File: src/rtl/assert_result_arbiter.sv
// Shares one valid/ready result-report port among N_CH assertion checkers.
// Each channel keeps a one-entry pending slot and a saturating fail counter; a round-robin grant drains the slots.

module assert_result_arbiter_ch #(
  parameter int CNT_W = 8
) (
  input  logic             clk,
  input  logic             rst_n,
  input  logic             clr,
  input  logic             match,
  input  logic             fail,
  input  logic             gnt,
  output logic             pend,
  output logic             pend_pass,
  output logic             ovf,
  output logic [CNT_W-1:0] cnt
);
  logic ev;
  assign ev = match | fail;

  always_ff @(posedge clk) begin
    if (!rst_n) begin
      pend      <= 1'b0;
      pend_pass <= 1'b0;
      ovf       <= 1'b0;
      cnt       <= '0;
    end else begin
      // A slot granted on this edge is free to take a new event on the same edge.
      if (!pend || gnt) begin
        pend <= ev;
        if (ev) pend_pass <= !fail;
      end
      if (clr) begin
        ovf <= 1'b0;
        cnt <= '0;
      end else begin
        if (ev && pend && !gnt) ovf <= 1'b1;
        if (fail && cnt != '1) cnt <= cnt + 1'b1;
      end
    end
  end
endmodule

module assert_result_arbiter #(
  parameter  int N_CH  = 4,
  parameter  int CNT_W = 8,
  localparam int CH_W  = $clog2(N_CH)
) (
  input  logic                  clk,
  input  logic                  rst_n,
  input  logic [N_CH-1:0]       chk_match,
  input  logic [N_CH-1:0]       chk_fail,
  input  logic                  clr,
  output logic                  rpt_valid,
  input  logic                  rpt_ready,
  output logic [CH_W-1:0]       rpt_ch,
  output logic                  rpt_pass,
  output logic [N_CH-1:0]       overflow,
  output logic [N_CH*CNT_W-1:0] fail_cnt
);
  logic [N_CH-1:0] pend, pend_pass, gnt_oh;
  logic [CH_W-1:0] rr_ptr, gnt_idx, idx;
  logic            gnt_any, free, gnt;

  assign free = !rpt_valid || rpt_ready;
  assign gnt  = free && gnt_any;

  // Scan from the highest offset down so the channel nearest rr_ptr wins.
  always_comb begin
    gnt_any = 1'b0;
    gnt_idx = '0;
    idx     = '0;
    for (int k = N_CH-1; k >= 0; k--) begin
      idx = CH_W'((int'(rr_ptr) + k) % N_CH);
      if (pend[idx]) begin
        gnt_any = 1'b1;
        gnt_idx = idx;
      end
    end
  end

  for (genvar i = 0; i < N_CH; i++) begin : g_ch
    assign gnt_oh[i] = gnt && (gnt_idx == CH_W'(i));
    assert_result_arbiter_ch #(.CNT_W(CNT_W)) u_ch (
      .clk       (clk),
      .rst_n     (rst_n),
      .clr       (clr),
      .match     (chk_match[i]),
      .fail      (chk_fail[i]),
      .gnt       (gnt_oh[i]),
      .pend      (pend[i]),
      .pend_pass (pend_pass[i]),
      .ovf       (overflow[i]),
      .cnt       (fail_cnt[i*CNT_W +: CNT_W])
    );
  end

  always_ff @(posedge clk) begin
    if (!rst_n) begin
      rpt_valid <= 1'b0;
      rpt_ch    <= '0;
      rpt_pass  <= 1'b0;
      rr_ptr    <= '0;
    end else if (free) begin
      rpt_valid <= gnt_any;
      if (gnt_any) begin
        rpt_ch   <= gnt_idx;
        rpt_pass <= pend_pass[gnt_idx];
        rr_ptr   <= (gnt_idx == CH_W'(N_CH-1)) ? '0 : gnt_idx + 1'b1;
      end
    end
  end
endmodule

File: config.mk
export PLATFORM = sky130hd
export DESIGN_NAME = assert_result_arbiter
export DESIGN_NICKNAME = d
export VERILOG_FILES = /design/src/rtl/assert_result_arbiter.sv
export SDC_FILE = /design/constraint.sdc
export NUM_CORES = 1
export LEC_CHECK = 0
export ABC_AREA = 0
export CAP_MARGIN = 20
export CORE_MARGIN = 1
export CORE_UTILIZATION = 46
export DETAILED_ROUTE_END_ITERATION = 10
export PLACE_DENSITY_LB_ADDON = 0.15
export SLEW_MARGIN = 0
export SYNTH_ARGS = -nofsm -noshare
export SYNTH_HDL_FRONTEND = slang
export SYNTH_HIERARCHICAL = 1
export SYNTH_SLANG_ARGS = --single-unit
File: constraint.sdc
create_clock -name clk -period 1.6 [get_ports clk]
set_input_delay 0.16 -clock clk [delete_from_list [all_inputs] [get_ports clk]]
set_output_delay 0.16 -clock clk [all_outputs]
set_load 0.01 [all_outputs]
==> impl_metrics.toml <==
[run_status]
outcome = "finished, final reports clean"

[critical_path]
start_kind = "register"
cp_data_required_time_ns = 1.80
endpoint_kind = "register"
arrival_ns = 1.78
worstPathMaxFanout = 5
rrSetupSlack_ns = 0.01
critical_path_class = "register to register"

[timing]
rsz0062_at_grt = "true"
fmax_mhz = 630
skew_ns = 0.00558
fin_ws_ns = 0.0128
setup_viol = 0
max-slew-margin-rel = 0.723
tightestPinTransition_ns = 0.405
fin_crit_ns = 1.59
slew_viol_final = 0
finalCritPeriodShare = 0.992
finalHoldViolCount = 0

[route]
dr.pass1.iters = 4
dr.first_iter.drc_count = 110
wl_per_cell_microns = 13.3
vias_per_cell = 5.58
vias = 2417
ant_nets = 0
drcViolationCount = 0
wl_mm = 5.75

[placed_design]
port_buffers = 51
placed_area_sq_um = 3280
gp_congestion = 0.866
dp_hpwl_mm = 4.02
place_ws_ns = -0.128

[clock_network]
cts_sinks = 50
cts_tree = "yes"
root_buffer = "clkbuf_8"
postCtsHoldBufs = 0
htree_levels = 2
cts_made_buffers = 5
clock_path_buffers = 2
clk_pin_slew_ns = 0.09
insertion_delay_ns = 0.30

[finish]
drive_gt1_frac = 0.187
n_fill_cell = 422
area_growth_pct = 37.9
regArea_sq_um = 1010
multiInputGateArea_sq_um = 1490
nNetsFinal = 378
design_area_sq_um = 3470
antenna_cells = 0

[yosys]
synth_edf_count = 0
ys_ff_latch = 50
post-synth-top-area-cell = "dfxtp_1"
synth-seq-area-share = 0.398
ys_warn_count = 6
synth_common_cells = "50 x dfxtp_1, 29 x nand2_1, 28 x a21oi_1"
synthFlopType = "dfxtp_1"
synthArstFlopShare = 0
synth_most_common_cell = "dfxtp_1"
netlist_top_cells_area = "dfxtp_1 40%, a21oi_1 5.6%, mux2i_1 4.4%"
synth_top_cell_area_share = 0.398
synth.cell_area_sq_um = 2520
syn_inst = 281
synth_fp_nets = 297
ys_types = 39
avgSynthCellArea_sq_um = 8.95

[die]
io_pins = 52
die_area_sq_um = 5770
start_util = 0.486
coreArea_sq_um = 5170
rows = 26
die_x_microns = 76.0
die_h_microns = 76.0

[global_routing]
grt_max_degree = 25
grt_usage = 0.204
grt_pass1_wl_mm = 9.69
grt_pass1_vias = 2160
antenna_found_initial = 0
grt_overflow_total = 0

[pwr]
ir_worst_vdd_mv = 0.486
finalPower_uw = 2600
p_leak_uw = 0.00126
power.density_nw_per_um2 = 748

[flow_run]
max_cap_viol_count = 0

[min_path]
hold_path_class = "register to register"
-- cell type report --
| class | instances | area share |
|---|---|---|
| clock buffers | 6 | 0.0238 |
| clock inverters | 2 | 0.00360 |
| inverters | 13 | 0.0141 |
| multi-input cells | 213 | 0.430 |
| flip-flops and latches | 50 | 0.292 |
| well taps | 70 | 0.0252 |
| repair buffers | 79 | 0.211 |
-- what timing repair did --
| item | 4_1_cts | 5_1_grt |
|---|---|---|
| setup buffers | 1 | 1 |
| resized for setup | 14 | 9 |
| pin swaps | 2 | 3 |
| endpoints found under the setup margin | 9 | 12 |
-- path summary, 6_finish.rpt --
| check | from | to | cells past startpoint |
|---|---|---|---|
| setup / recovery | g_ch[2].u_ch/pend | g_ch[3].u_ch/pend_pass | 8 |
| hold / removal | g_ch[0].u_ch/ovf | g_ch[0].u_ch/ovf | 2 |
| setup reg to reg | g_ch[2].u_ch/pend | g_ch[3].u_ch/pend_pass | 8 |
| hold reg to reg | g_ch[0].u_ch/ovf | g_ch[0].u_ch/ovf | 2 |
-- worst max-delay path, cell delays in order, from the launching register on --
cell	delay (ns)
dfxtp_2	0.44
mux2i_2	0.10
o22ai_2	0.21
nor2_8	0.06
nand2_1	0.12
nor2_1	0.06
nor2b_2	0.18
nor2b_1	0.07
o221a_2	0.23
-- where the power goes --
group	internal, uW	switching [uW]
Clock	348	420
Combinational	263	221
Sequential	1290	50.7
Total	1910	692
-- cell families after synthesis --
| kind of cell | share of synthesized area |
|---|---|
| simple gates | 0.236 |
| compound gates | 0.261 |
| flops | 0.398 |
| buf+inv | 0.0388 |
| mux | 0.0438 |
| fa+ha+maj | 0.0199 |
| xor+xnor | 0.00348 |
-- per-layer routing --
| layer | part of all wire | track usage |
|---|---|---|
| met1 | 0.48 | 0.270 |
| met2 | 0.47 | 0.331 |
| met3 | 0.038 | 0.0398 |
| met4 | 0.015 | 0.0712 |
| met5 | 0 | 0 |
-- flip-flops by register name (all words and copies together), names as in the netlist --
register	flops
rpt_valid	1
rpt_ch	2
g_ch.u_ch/pend	4
rr_ptr	2
rpt_pass	1
g_ch.u_ch/ovf	4
g_ch.u_ch/pend_pass	4
g_ch.u_ch/cnt	32
-- cell usage in the layout, fill, tap and decap left out, types with 3 or more instances in the layout --
| master | netlist | layout |
|---|---|---|
| a2111o_1 | 4 | 4 |
| a21boi_0 | 5 | 5 |
| a21oi_1 | 28 | 27 |
| a21oi_2 | 5 | 5 |
| a311oi_1 | 4 | 4 |
| a31oi_1 | 4 | 4 |
| and3_1 | 4 | 4 |
| and4_1 | 8 | 8 |
| buf_4 | 0 | 27 |
| clkbuf_8 | 0 | 6 |
| clkdlybuf4s50_1 | 0 | 51 |
| dfxtp_1 | 50 | 45 |
| dfxtp_4 | 0 | 3 |
| ha_1 | 4 | 4 |
| inv_1 | 13 | 13 |
| mux2i_1 | 11 | 10 |
| nand2_1 | 29 | 29 |
| nand2b_1 | 15 | 13 |
| nand3_1 | 11 | 11 |
| nand4_1 | 8 | 8 |
| nor2b_1 | 13 | 9 |
| nor2b_2 | 0 | 4 |
| nor3_1 | 10 | 8 |
| o21ai_0 | 9 | 9 |
| o21ai_2 | 4 | 4 |
| o21bai_1 | 4 | 4 |
| o221a_2 | 4 | 4 |
| o311a_1 | 4 | 4 |
| o31a_1 | 4 | 4 |
| or3_1 | 4 | 4 |
-- per-stage QoR --
| stage | util | setup TNS (ns) | hold slack [ns] | cells |
|---|---|---|---|---|
| after global routing | 0.671 | -0.269 | 0.475 | 433 |
| after global placement | 0.634 | -0.241 | 0.431 | 423 |
| after floorplan | - | 0 | 0.288 | 281 |
| final | 0.671 | 0 | 0.445 | 433 |
| after detailed placement | 0.634 | -0.448 | 0.435 | 423 |
| after CTS | 0.664 | 0 | 0.452 | 432 |
Note: power is estimated with default switching activity, not from simulation.
